<file path="src/rtl/tx_pkg.sv">
// Shared transmit-path definitions: symbol width, K28.5 commas and serializer state encoding.
package tx_pkg;

  localparam int unsigned SYM_W = 10;

  typedef logic [SYM_W-1:0] sym_t;

  // K28.5 comma in abcdei fghj order, bit 9 = a
  localparam sym_t K28_5_NEG = 10'b0011111010;
  localparam sym_t K28_5_POS = 10'b1100000101;

  typedef enum logic {
    ST_IDLE = 1'b0,
    ST_DATA = 1'b1
  } tx_state_e;

endpackage

</file>
<file path="src/rtl/tx_word_fifo.sv">
// Small synchronous symbol FIFO with registered occupancy; read data is the current head.
module tx_word_fifo
  import tx_pkg::*;
#(
  parameter int unsigned DEPTH = 2
) (
  input  logic INTERCLK,
  input  logic Reset,
  input  logic push,
  input  logic pop,
  input  sym_t wdata,
  output sym_t rdata,
  output logic full,
  output logic empty
);

  localparam int unsigned AW = (DEPTH > 1) ? $clog2(DEPTH) : 1;
  localparam int unsigned CW = AW + 1;

  sym_t          mem [DEPTH];
  logic [AW-1:0] wr_ptr;
  logic [AW-1:0] rd_ptr;
  logic [CW-1:0] count;

  // Pointers wrap naturally because DEPTH is a power of two
  always_ff @(posedge INTERCLK or posedge Reset) begin
    if (Reset) begin
      wr_ptr <= '0;
      rd_ptr <= '0;
      count  <= '0;
    end else begin
      if (push) wr_ptr <= wr_ptr + AW'(1);
      if (pop)  rd_ptr <= rd_ptr + AW'(1);
      case ({push, pop})
        2'b10:   count <= count + CW'(1);
        2'b01:   count <= count - CW'(1);
        default: count <= count;
      endcase
    end
  end

  always_ff @(posedge INTERCLK) begin
    if (push) mem[wr_ptr] <= wdata;
  end

  assign rdata = mem[rd_ptr];
  assign full  = (count == CW'(DEPTH));
  assign empty = (count == '0);

endmodule

</file>
<file path="src/rtl/tx_serializer.sv">
// Parallel-to-serial stage after the 8b/10b encoder: MSB-first shifting with K28.5 fill
// of alternating disparity whenever the FIFO runs dry.
module tx_serializer
  import tx_pkg::*;
#(
  parameter int unsigned DEPTH    = 2,
  parameter sym_t        IDLE_NEG = K28_5_NEG,
  parameter sym_t        IDLE_POS = K28_5_POS
) (
  input  logic             INTERCLK,
  input  logic             Reset,
  input  logic [SYM_W-1:0] iData,
  input  logic             iValid,
  output logic             oReady,
  output logic             oSerial,
  output logic             oLoad,
  output logic             oIdle,
  output logic             oUnderrun
);

  localparam int unsigned       CNT_W    = 4;
  localparam logic [CNT_W-1:0] LAST_BIT = CNT_W'(SYM_W - 1);

  tx_state_e        state_q, state_d;
  logic [CNT_W-1:0] bit_cnt_q;
  sym_t             shift_q;
  logic             phase_q, phase_d;
  logic             load;
  logic             push;
  logic             pop;
  logic             fifo_full;
  logic             fifo_empty;
  sym_t             fifo_head;
  sym_t             next_sym;
  logic             next_is_comma;
  logic             underrun_d;

  assign load   = (bit_cnt_q == LAST_BIT);
  assign oReady = ~Reset & ~fifo_full;
  assign push   = iValid & oReady;
  assign pop    = load & ~fifo_empty;

  tx_word_fifo #(
    .DEPTH (DEPTH)
  ) u_fifo (
    .INTERCLK (INTERCLK),
    .Reset    (Reset),
    .push     (push),
    .pop      (pop),
    .wdata    (iData),
    .rdata    (fifo_head),
    .full     (fifo_full),
    .empty    (fifo_empty)
  );

  // Symbol selection and FSM next state; only load edges can change anything
  always_comb begin
    state_d       = state_q;
    phase_d       = phase_q;
    next_sym      = fifo_head;
    next_is_comma = 1'b0;
    underrun_d    = 1'b0;
    if (load) begin
      if (!fifo_empty) begin
        state_d = ST_DATA;
      end else begin
        next_sym      = phase_q ? IDLE_POS : IDLE_NEG;
        next_is_comma = 1'b1;
        phase_d       = ~phase_q;
        underrun_d    = (state_q == ST_DATA);
        state_d       = ST_IDLE;
      end
    end
  end

  always_ff @(posedge INTERCLK or posedge Reset) begin
    if (Reset) state_q <= ST_IDLE;
    else       state_q <= state_d;
  end

  always_ff @(posedge INTERCLK or posedge Reset) begin
    if (Reset) begin
      bit_cnt_q <= LAST_BIT;
      shift_q   <= '0;
      phase_q   <= 1'b0;
      oLoad     <= 1'b0;
      oIdle     <= 1'b0;
      oUnderrun <= 1'b0;
    end else begin
      phase_q   <= phase_d;
      oLoad     <= load;
      oUnderrun <= underrun_d;
      if (load) begin
        bit_cnt_q <= '0;
        shift_q   <= next_sym;
        oIdle     <= next_is_comma;
      end else begin
        bit_cnt_q <= bit_cnt_q + CNT_W'(1);
        shift_q   <= {shift_q[SYM_W-2:0], 1'b0};
      end
    end
  end

  // The line bit is the MSB of the shift register, so it is a flop output
  assign oSerial = shift_q[SYM_W-1];

endmodule

</file>
<file path="config.mk">
export PLATFORM = sky130hd
export DESIGN_NAME = tx_serializer
export DESIGN_NICKNAME = d
export VERILOG_FILES = /design/src/rtl/tx_pkg.sv /design/src/rtl/tx_word_fifo.sv /design/src/rtl/tx_serializer.sv
export SDC_FILE = /design/constraint.sdc
export NUM_CORES = 1
export LEC_CHECK = 0
export CORE_UTILIZATION = 49
export CTS_CLUSTER_SIZE = 16
export DETAILED_ROUTE_END_ITERATION = 10
export GPL_TIMING_DRIVEN = 0
export PLACE_DENSITY = 0.73
export SETUP_SLACK_MARGIN = 0.5
export SLEW_MARGIN = 25
export SYNTH_ARGS = -nofsm -noshare
export SYNTH_HDL_FRONTEND = slang
export SYNTH_SLANG_ARGS = --single-unit
</file>
<file path="constraint.sdc">
create_clock -name INTERCLK -period 1.65 [get_ports INTERCLK]
set_clock_uncertainty 0.15 [all_clocks]
set_input_delay 0.33 -clock INTERCLK [delete_from_list [all_inputs] [get_ports INTERCLK]]
set_output_delay 0.33 -clock INTERCLK [all_outputs]
set_load 0.005 [all_outputs]
</file>
# == Word-level counts from Yosys, hierarchy flattened ==
# Memories as Yosys holds them, arrays and structs flattened.
# Index checks and enable logic that the tools add are counted.
# classes
n_addsub,5
n_eq_ne,4
muxes,11
n_bitwise,7
reduce_logical,3
# ops
cell,n
10-bit two-way mux,3
1-bit two-way mux,6
4-bit by 1-bit adder with 4-bit output (second input constant),1
2-bit == test (second input constant),2
4-bit == test (second input constant),1
4-bit two-way mux,1
1-bit inverter,4
2-bit one-hot mux with 2 select lines,1
1-bit AND,3
1-bit adder (second input constant),2
2-bit by 1-bit adder with 2-bit output (second input constant),1
2-bit by 1-bit == test with 1-bit output (second input constant),1
2-bit zero test,1
2-bit AND reduction,1
2-bit nonzero test,1
2-bit by 1-bit subtractor with 2-bit output (second input constant),1
# word_totals
regBits,23
mem_bits_rw,20
inputBits,13
out_inout_bits,5
n_memories,1
# mem_list
name,words,word_bits,rd,rd_clocked_by_memory_dff,write_ports,line,source
u_fifo.mem,2,10,1,0,1,tx_word_fifo.sv:20,sym_t mem [DEPTH];

# == Longest topological paths before layout ==
# Gate-level depths: netlist (run 1).
# logic_depth
word_depth,6
mapped_depth,7

# == Modules after synthesis ==
# A second synthesis (run 1) with hierarchy kept.
# hier_totals
hier_cells,123
hier_area_um2,1757.9
# by_module_without_submodules
mod,instances,cells_each,area_each_um2,seq_area_each_um2
tx_word_fifo,1,48,910.9,700.7
tx_serializer,1,75,847.1,478.0

# == Worst setup path before layout (run 1) ==
# Ideal clock, no wire load.
# synth_path
path_kind,input -> register
start,input port Reset
end,"memory u_fifo.mem[0][0] (netlist name), enable pin"
t_arrival_ps,1638
required_time_ps,1124
path_slack_ps,-515
cell_stages,3
n_path_buf,0
cell_sequence,inv_1 -> o211ai_1 -> nor2_1
# synth_between
elab_chain_len,5
# synth_rtl
item,line,source
from (decl),tx_serializer.sv:11,"input logic Reset,"
1-bit inverter,tx_serializer.sv:39,assign oReady = ~Reset & ~fifo_full;
1-bit AND,tx_serializer.sv:39,
1-bit AND,tx_serializer.sv:40,assign push = iValid & oReady;
1-bit two-way mux,tx_word_fifo.sv:43,if (push) mem[wr_ptr] <= wdata;
1-bit two-way mux (implied by the code),tx_word_fifo.sv:43,
to (decl),tx_word_fifo.sv:20,
# No other way between the ends.

# == Final worst setup path (run 1) ==
# layout_path
start,register u_fifo.count[0]
end,output port oReady
# layout_between
elab_chain_len,3
# layout_rtl
item,line,source
from (decl),tx_word_fifo.sv:23,logic [CW-1:0] count;
from (signal assigned),tx_word_fifo.sv:35,2'b10: count <= count + CW'(1);
from (signal assigned),tx_word_fifo.sv:36,2'b01: count <= count - CW'(1);
from (signal assigned),tx_word_fifo.sv:37,default: count <= count;
2-bit == test,tx_word_fifo.sv:47,assign full = (count == CW'(DEPTH));
1-bit inverter,tx_serializer.sv:39,
1-bit AND,tx_serializer.sv:39,
to (decl),tx_serializer.sv:14,"output logic oReady,"
# No other way between the ends.

==> results of run 1 <==
## logic make-up (layout without fill, tap and decap cells)
logic type	Yosys count	in the layout	synth area share (%)
simple gates	14	15	4.914
fa+ha+maj	1	1	0.7445
compound gates	26	26	10.80
xor+xnor	7	7	3.649
flops	43	43	70.14
buf+inv	10	63	2.457
mux	12	12	7.297
## cells in the mapped netlist
library cell / instances / share of area (%)
dfrtp_1: 21 / 31
edfxtp_1: 20 / 36
a22o_1: 10 / 5.2
mux2i_1: 10 / 6.0
o21ai_0: 10 / 3.0
xnor2_1: 6 / 3.1
inv_1: 5 / 1.1
nand2_1: 5 / 1.1
nor2_1: 5 / 1.1
buf_2: 3 / 0.89
o21a_1: 3 / 1.3
and3_1: 2 / 0.74
clkbuf_1: 2 / 0.45
dfstp_2: 2 / 3.1
mux2_2: 2 / 1.3
a21oi_1: 1 / 0.30
a21oi_2: 1 / 0.52
ha_1: 1 / 0.74
nand4bb_4: 1 / 1.6
nor3_1: 1 / 0.30
o211ai_1: 1 / 0.45
xor2_1: 1 / 0.52
## routing by layer
layer	up-vias	routed length [µm]
met5	-	0
met3	8	145
li1	518	-
met1	550	1530
met4	0	102
met2	36	1979
## cells in the final DEF (no fill, tap or decap), drive strengths merged, types with 2 or more instances in the layout
cell and n:
buf 35, dfrtp 21, edfxtp 20, clkdlybuf4s50 11, mux2i 10, a22o 10, o21ai 10, clkbuf 9
xnor2 6, nor2 5, nand2 5, inv 4, o21a 3, and3 3, dfstp 2, a21oi 2
mux2 2, clkinvlp 2
## through the flow
stage,std cells,power (W),setup WS (ns),setup TNS (ns)
2_1_floorplan,113,0.002160,-0.1006,-0.4596
3_3_place_gp,174,0.002377,-0.8627,-16.28
3_5_place_dp,174,0.002424,-0.8740,-16.89
4_1_cts,205,0.003483,-0.009204,-0.009204
5_1_grt,211,0.003866,-0.08022,-0.1083
6_report,211,0.003690,-0.03040,-0.03040
## how the worst max path moves through the flow
stage                                             end  depth (start not counted)
after floorplan           u_fifo.count[1]$_DFFE_PP0P_                          6
after global placement                         oReady                          4
after detailed placement  u_fifo.count[1]$_DFFE_PP0P_                          6
after CTS                                      oReady                          3
after global routing                           oReady                          3
final                                          oReady                          3
## area by class of cell
class	instances	area, µm²
tap	44	55.05
fill	207	721.9
buffer	5	48.80
timing repair buffer	44	422.9
sequential	43	1179
inverter	5	30.03
clock buffer	7	66.31
timing repair inverter	1	5.005
clock inverter	1	30.03
multi-input combinational	61	594.3
## timing repair
item	in CTS	in global routing
endpoints found under the setup margin	46	47
pin swaps	9	4
setup buffers	20	6
gates cloned	3	0
resized for setup	53	14
## registers in the layout (all words and copies together) (netlist names), 2 cells and up
name and flops:
u_fifo.mem 20, shift_q 10, u_fifo.count 2, bit_cnt_q 4
## power by group through the flow
stage / Clock (W) / Sequential, W / Combinational, W
floorplan: 0 / 0.00140 / 0.000760
global placement: 0 / 0.00141 / 0.000972
detailed placement: 0 / 0.00142 / 0.00101
CTS: 0.000751 / 0.00141 / 0.00132
global route: 0.000807 / 0.00144 / 0.00162
finish: 0.000745 / 0.00142 / 0.00152
==> metrics.cfg, run 1 <==
[outcome]
outcome = finished with violations
violations = setup timing

[global_route]
grt_usage_pct = 24.16
antenna_found_initial = 0
grt_pass1_wl_um = 5885
met2_usage_pct = 41.60
busiest_layer = met2
met1_usage_pct = 27.82
grt.overflow.total = 0
use_met3_pct = 8.742
grt_pass1_vias = 1148
grt_max_degree = 14

[timing]
tightest_slew_ns = 0.5412
worst_hold_slack_ns = 0.01712
layout_setup_ws_ns = -0.03040
finalSetupViolCount = 1
period_needed_ns = 1.680
finalCritPeriodShare_pct = 101.8
relSlewSlack_pct = 63.72
grt_setup_unrepaired = true
finalHoldViolCount = 0
fmax_mhz = 595.1
finalMaxSlewViolations = 0

[run]
maxCapViolations = 0

[clock_network]
cts_root_buf = clkbuf_4
insertion_delay_ns = 0.36
cts.path.max_buffers = 2
htree_num_levels = 2
clk_pin_slew_ns = 0.12
cts_buffers = 5
cts_tree = yes
holdBufCountCts = 0
clock-sinks = 43

[worst_setup_path]
r2r-end = u_fifo.count[1]$_DFFE_PP0P_
crit_chain = buf_6, o21a_1, buf_2
r2r_start = bit_cnt_q[3]$_DFF_PP1_
reg2reg_depth = 5
cp-start-kind = flip-flop
crit_type = reg2out
cp_max_fo = 5
arrival_ns = 1.20
reg2reg_slack_ns = 0.03
cp-end-kind = primary output
startpoint = u_fifo.count[0]$_DFFE_PP0P_
required_ns = 1.17
cpPeakStageDelay_ns = 0.40
worst_path_max_delay_cell = dfrtp_1
critical_path_buf_inv_count = 2
crit_family = flip-flops

[drt]
post-route-drc-count = 0
drt-total-wl_um = 3757
vias = 1112
routedWlPerCell_um = 17.81
postRouteAntennaNets = 0
vias_per_cell = 5.270
drt_iter0_drc = 49
first_pass_iters = 4

[yosys]
syn_area_um2 = 1680
netlist-cell-type-count = 22
synth_cells = 113
ys_seq_elements = 43
ys.warnings.count = 0
synth_area_per_cell_um2 = 14.87
synth_nets = 127
yosysSeqAreaShare_pct = 70.14

[power_and_ir_drop]
p_clk_share_pct = 20.2
pwr_density_cell_nw_per_um2 = 1518
power_frac_seq_pct = 38.6
leakagePower_nw = 1.057
switching_share_pct = 31.56
comb_power_share_pct = 41.2
ir_worst_vdd_mv = 0.9643
intPower_w = 0.002525
p_switching_w = 0.001165

[floorplan]
dieArea_um2 = 3668
core-area_um2 = 3153
io_pins = 18
die_x_um = 60.56
initial_core_util_pct = 53.29
core.rowCount = 20
die_h_um = 60.56

[final_layout]
post-route-util_pct = 77.10
area_growth_pct = 44.68
drive_gt1_share_pct = 41.92
fin_area_um2 = 2431
diodes = 0
fin_nets = 180

[worst_hold_path]
hold_path.class = in2async

[placement]
io_buffer_count = 17
place_area_um2 = 1952
place.gp.congestion = 0.7349
hpwl_um = 1765

(Power assumes the default switching activity.)
==> run 2, diff against run 1 <==
Settings changed: ABC_AREA from default to 1, CORE_UTILIZATION 49 to 50, MAX_ROUTING_LAYER from default to met4, PLACE_DENSITY 0.73 to 0.74.
==> run 2 against run 1 <==
Compared with the run above:
- the flow finishes with violations (hold timing)
- cell count up 23%
- synthesized cell count up 50%
- non-clock buffer count down 10
- sequential share of layout area down 0.61 points
- power down 1.9%
- sequential power about the same
- hold slack worse by 0.089 ns
- register-to-register slack about the same
- first-iteration DRC count up 39%
- clock-buffer cell count down 2
==> metrics.cfg, run 2 <==
[worst_setup_path]
arrival_ns = 1.74  ; was 1.20 ns
crit_chain = buf_6, nand2_4, nor2_8, nand2_4, inv_2, ha_4, inv_2, nand3_2, xnor2_2  ; was buf_6, o21a_1, buf_2
worst_path_max_delay_cell = dfstp_2  ; was dfrtp_1
cpPeakStageDelay_ns = 0.55  ; was 0.40 ns
crit_type = reg2reg  ; was reg2out
cp-end-kind = flip-flop  ; was primary output
required_ns = 1.76  ; was 1.17 ns
cp_max_fo = 2  ; was 5
critical_path_buf_inv_count = 3  ; was 2
crit_family = flip-flops  ; unchanged
cp-start-kind = flip-flop  ; unchanged

[global_route]
grt.overflow.total = 0  ; unchanged
grt_usage_pct = 20.39  ; was 24.16%
grt_pass1_wl_um = 5754  ; was 5885 µm
grt_max_degree = 24  ; was 14
antenna_found_initial = 0  ; unchanged
grt_pass1_vias = 1264  ; was 1,148

[drt]
first_pass_iters = 4  ; unchanged
postRouteAntennaNets = 0  ; unchanged
drt_iter0_drc = 68  ; was 49
post-route-drc-count = 0  ; unchanged
drt-total-wl_um = 3667  ; was 3757 µm
vias_per_cell = 4.942  ; was 5.270
routedWlPerCell_um = 14.10  ; was 17.81 µm
vias = 1285  ; was 1,112

[final_layout]
diodes = 0  ; unchanged
drive_gt1_share_pct = 37.85  ; was 41.92%
largest-register = u_fifo.mem  ; unchanged
area_growth_pct = 36.28  ; was 44.68%
layout_common_cells = 62 x nand2_1, 20 x edfxtp_1, 19 x dfrtp_1  ; was 21 x dfrtp_1, 20 x edfxtp_1, 15 x buf_6
fin_cells = 260  ; was 211
fin_area_um2 = 2467  ; was 2431 µm²
fin_nets = 227  ; was 180
post-route-util_pct = 72.79  ; was 77.10%
largest_reg_flops = 20  ; unchanged
top_regs = u_fifo.mem: 20 flops, shift_q: 10 flops, bit_cnt_q: 4 flops  ; unchanged
mostFrequentLayoutCell = nand2_1  ; was dfrtp_1

[clock_network]
clk_pin_slew_ns = 0.15  ; was 0.12 ns
cts_root_buf = clkbuf_4  ; unchanged
holdBufCountCts = 0  ; unchanged
cts.path.max_buffers = 2  ; unchanged
cts_tree = yes  ; unchanged
clock-sinks = 43  ; unchanged
insertion_delay_ns = 0.36  ; about the same
cts_buffers = 5  ; unchanged
htree_num_levels = 2  ; unchanged

[power_and_ir_drop]
ir_worst_vdd_mv = 0.8848  ; was 0.9643 mV
p_switching_w = 0.001274  ; was 0.001165 W
intPower_w = 0.002345  ; was 0.002525 W
leakagePower_nw = 1.178  ; was 1.057 nW
pwr_density_cell_nw_per_um2 = 1467  ; was 1518 nW/µm²
power_frac_seq_pct = 38.4  ; was 38.6%
comb_power_share_pct = 42.5  ; was 41.2%
p_clk_share_pct = 19.1  ; was 20.2%
switching_share_pct = 35.21  ; was 31.56%

[floorplan]
initial_core_util_pct = 53.41  ; was 53.29%
core.rowCount = 21  ; was 20
die_h_um = 62.18  ; was 60.56 µm
io_pins = 18  ; unchanged
core-area_um2 = 3390  ; was 3153 µm²
die_x_um = 62.18  ; was 60.56 µm
dieArea_um2 = 3866  ; was 3668 µm²

[yosys]
syn_area_um2 = 1810  ; was 1680 µm²
synth_area_leaders = edfxtp_1 33%, dfrtp_1 29%, nand2_1 15%  ; was edfxtp_1 36%, dfrtp_1 31%, mux2i_1 6.0%
synth_top_cells_by_count = 73 x nand2_1, 21 x dfrtp_1, 20 x edfxtp_1, 15 x inv_1, 11 x nand3_1  ; was 21 x dfrtp_1, 20 x edfxtp_1, 10 x a22o_1, 10 x mux2i_1, 10 x o21ai_0
synth_edf_count = 20  ; unchanged
ys_seq_elements = 43  ; unchanged
synth_area_per_cell_um2 = 10.65  ; was 14.87 µm²
ys.warnings.count = 0  ; unchanged
async_flop_share_pct = 53.49  ; unchanged
synth_top_area_share_pct = 33.17  ; was 35.74%
synth_cells = 170  ; was 113
synth_nets = 184  ; was 127
yosysSeqAreaShare_pct = 65.10  ; was 70.14%
netlist-cell-type-count = 25  ; was 22
yosysMostFrequentCell = nand2_1  ; was dfrtp_1
synth_ff_type = dfrtp_1  ; unchanged
synth_top_area_cell = edfxtp_1  ; unchanged

[timing]
worst_hold_slack_ns = -0.07161  ; was 0.01712 ns
relSlewSlack_pct = 67.55  ; was 63.72%
finalCritPeriodShare_pct = 98.94  ; was 101.8%
fmax_mhz = 612.5  ; was 595.1 MHz
tns_ns = 0  ; was -0.03040 ns
finalHoldViolCount = 21  ; was 0
finalMaxSlewViolations = 0  ; unchanged
period_needed_ns = 1.633  ; was 1.680 ns
grt_setup_unrepaired = true  ; unchanged
finalSetupViolCount = 0  ; was 1
tightest_slew_ns = 0.4858  ; was 0.5412 ns

[placement]
io_buffer_count = 17  ; unchanged
hpwl_um = 2166  ; was 1765 µm
place.gp.congestion = 0.7738  ; was 0.7349
place_inst = 233  ; was 174
place_area_um2 = 2090  ; was 1952 µm²

[outcome]
outcome = finished with violations  ; unchanged
violations = hold timing  ; was setup timing

[run]
maxCapViolations = 0  ; unchanged

[worst_hold_path]
hold_path.class = in2async  ; unchanged

run 2: metrics by stage:
stage / setup slack [ns] / total power (W)
after floorplan: -0.006480 / 0.002298
after global placement: -0.2939 / 0.002523
after detailed placement: -0.3061 / 0.002586
after CTS: 0.05810 / 0.003418
after global routing: -0.02748 / 0.003874
final: 0.01744 / 0.003619
run 2: kinds of logic after synthesis:
kind of cell	count (synthesis)	synth area share [%]
and+or+nand+nor	96	24.46
xor gates and xnor gates	4	1.935
buffers and inverters	21	6.012
adders and majority gates	1	0.6910
AOI/OAI and AO/OA	5	1.797
DFF	43	65.10
run 2: per-layer routing:
metal,GRT usage [%],wire (µm),up-vias
li1,-,-,632
met1,24.41,1518,617
met2,33.24,1963,25
met3,5.147,96,11
met4,7.849,89,0
met5,-,0,-
run 2: layout make-up:
type                            instances  area, µm²
Buffer                                  5      55.05
Clock buffer                            5      37.54
Clock inverter                          3      47.55
Fill cell                             238      922.1
Inverter                               16      66.31
Multi-Input combinational cell        107      678.2
Sequential cell                        43       1181
Tap cell                               46      57.56
Timing Repair Buffer                   34      336.6
Timing Repair inverter                  1      7.507
run 2: power groups by stage:
stage / registers (W) / clock network [W] / logic [W]
finish: 0.00139 / 0.000691 / 0.00154
floorplan: 0.00141 / 0 / 0.000886
CTS: 0.00139 / 0.000686 / 0.00134
detailed placement: 0.00143 / 0 / 0.00116
global placement: 0.00142 / 0 / 0.00110
global route: 0.00140 / 0.000744 / 0.00173
run 2: worst reg2reg max path: stages, from the launching register on:
cell     delay, ns
dfstp_2       0.55
buf_6         0.10
nand2_4       0.06
nor2_8        0.10
nand2_4       0.05
inv_2         0.06
ha_4          0.20
inv_2         0.05
nand3_2       0.08
xnor2_2       0.13
run 2: what timing repair did:
item,CTS,global route
cloned,2,1
endpoints found under the setup margin,67,47
endpoints found under the hold margin,0,21
gates resized for setup,33,20
setup buffers,11,5
pin swaps,7,11
run 2: path summary, 6_finish.rpt:
kind / startpoint / endpoint / slack (ns) / depth (start not counted)
setup / recovery: bit_cnt_q[0]$_DFF_PP1_ / u_fifo.count[1]$_DFFE_PP0P_ / 0.02 / 9
hold / removal: Reset / shift_q[1]$_DFF_PP0_ / -0.07 / 2
setup reg to reg: bit_cnt_q[0]$_DFF_PP1_ / u_fifo.count[1]$_DFFE_PP0P_ / 0.02 / 9
hold reg to reg: shift_q[7]$_DFF_PP0_ / shift_q[8]$_DFF_PP0_ / 0.31 / 2
max in group asynchronous: Reset / bit_cnt_q[3]$_DFF_PP1_ / 1.07 / 2
min in group INTERCLK: shift_q[7]$_DFF_PP0_ / shift_q[8]$_DFF_PP0_ / 0.31 / 2
==> patch (flow settings as in run 1) <==
The package constant `SYM_W` goes from 10 to 14.
--- a/src/rtl/tx_pkg.sv
+++ b/src/rtl/tx_pkg.sv
@@ -1,7 +1,7 @@
 // Shared transmit-path definitions: symbol width, K28.5 commas and serializer state encoding.
 package tx_pkg;
 
-  localparam int unsigned SYM_W = 10;
+  localparam int unsigned SYM_W = 14;
 
   typedef logic [SYM_W-1:0] sym_t;
 
Ports: changed (resized iData); port bits go from 18 to 22. The function was not compared with the original's and may differ.
==> patch against run 1 <==
  * The flow still finishes with violations (negative setup slack)
  * Final area up 24%
  * Total power is 13% higher
  * Combinational power increased by 3%
  * Largest power group is now sequential cells
  * Synthesized area rose by 28%
  * Sequential cell count grew 12
  * Non-clock buffer count is 8 higher
  * Worst hold slack better by 0.091 ns
  * Wire length is 25% higher
  * Setup slack better by 0.029 ns
==> patch: results (changes against run 1) <==
status = finished with violations
failing checks = negative setup slack
met3 Resource Use GR = 0.0467 (-0.0408)
power of the clock network = 739 µW (-0.8%)
flip-flop count of the largest register after layout = 28 (+40%)
Main synth FF type = edfxtp_1
nets in the synthesized netlist = 159 (+25%)
vias per cell = 5.33 (+1.1%)
maximum net fanout on the critical path = 2 (-3)
count of cells along the worst register-to-register path = 7 (+2)
Detail Route met2 WL = 2470 µm (+25%)
Layout Nets = 219 (+22%)
routed wire length on met3 = 162 µm (+12%)
CP peak stage delay = 0.57 ns (+0.17 ns)
clock-pin transition on the worst setup and hold timing paths = 0.09 ns (-0.03 ns)
synth cell count leaders = 28 x edfxtp_1, 24 x dfrtp_1, 22 x nand2_1
Rel. slew slack = 0.573 (-0.0646)
dpl hpwl = 2160 µm (+23%)
number of flops mapped to enable cells by yosys = 28 (+40%)
VDD IR-drop max = 723 µV (-25%)
worst endpoint data arrival time = 1.69 ns (+0.49 ns)
power density of the placed cells = 1380 nW/µm² (-9.1%)
share of layout cells above drive strength 1 = 0.436 (+0.0165)
Synth area leaders = edfxtp_1 39%, dfrtp_1 28%, mux2i_1 7.0%
number of global-route vias before repair = 1372 (+20%)
start of the worst register-to-register path = bit_cnt_q[0]$_DFF_PP1_
met1 GRT Util = 0.251 (-0.0273)
final RePlAce weighted congestion = 0.786 (+6.9%)
Power Combinational = 1.57 mW (+3%)
cell area reported after detailed placement = 2470 µm² (+27%)
met2 track utilization from global routing = 0.375 (-0.0410)
net switching component of the power = 1.30 mW (+12%)
PnR worst setup slack = -0.00122 ns (+0.0292 ns)
# placed instances = 212 (+22%)
overall routing resource usage = 0.214 (-0.0274)
Gate Count Post-Synth = 141 (+25%)
largest net degree at the start of global routing = 17 (+3)
Critical Path Slowest Stage Cell = dfstp_2
clock latency at the later pin of the worst-skew pair = 0.30 ns (-0.06 ns)
first-pass GRT wire length = 6780 µm (+15%)
post-synthesis sequential area ratio = 0.705 (+0.00375)
final-layout setup total negative slack = -0.00122 ns (+0.0292 ns)
Cell variety after synth = 27 (+23%)
final count of negative-setup-slack endpoints = 1 (unchanged)
per-cell routed wire length = 18.7 µm (+4.8%)
non-filler instance count after layout = 252 (+19%)
destination of the worst register-to-register timing path = u_fifo.count[1]$_DFFE_PP0P_
count of input and output buffers = 21 (+4)
leakage power summed over all cells = 1.30 nW (+23%)
met1 layer wirelength in the final routing = 1890 µm (+23%)
root buffer cell = clkbuf_8
[patch: how the worst max path moves through the flow]
stage / start / to / slack (ns) / cells past startpoint
CTS: bit_cnt_q[3]$_DFF_PP1_ / u_fifo.count[1]$_DFFE_PP0P_ / 0.01 / 7
floorplan: Reset / u_fifo.count[1]$_DFFE_PP0P_ / -0.07 / 6
global placement: Reset / oReady / -0.95 / 4
global route: bit_cnt_q[2]$_DFF_PP1_ / u_fifo.count[1]$_DFFE_PP0P_ / -0.05 / 7
finish: bit_cnt_q[0]$_DFF_PP1_ / u_fifo.count[1]$_DFFE_PP0P_ / -0.001 / 7
detailed placement: Reset / oReady / -1.00 / 4
[patch: through the flow]
step           worst slack (ns)  hold WS (ns)
6_report               -0.00122         0.108
5_1_grt                 -0.0495         0.154
4_1_cts                  0.0127         0.126
3_5_place_dp              -1.00         0.294
3_3_place_gp             -0.947         0.282
2_1_floorplan           -0.0697        0.0952
[patch: area by class of cell]
class / instances / area, µm²
sequential: 55 / 1520
clock inverter: 1 / 5.00
buffer: 6 / 71.3
tap: 50 / 62.6
timing repair inverter: 1 / 5.00
fill: 257 / 1100
inverter: 4 / 23.8
timing repair buffer: 51 / 523
multi-input combinational: 77 / 721
clock buffer: 7 / 86.3
[patch: cell families (layout without fill, tap and decap cells)]
logic type	Yosys count	count (layout)	share of synthesized area
flip-flops	55	55	0.705
AND/OR/NAND/NOR	33	34	0.0830
AO/OA/AOI/OAI	21	21	0.0778
multiplexers	15	15	0.0696
buffers and inverters	10	70	0.0308
XOR/XNOR	6	6	0.0279
adder cells (fa/ha/maj)	1	1	0.00580
[patch: what timing repair did]
action	4_1_cts	5_1_grt
cloned	4	0
endpoints found under the setup margin	55	59
resized for setup	61	18
hold buffers	0	0
pin swaps	14	16
setup buffers	23	5
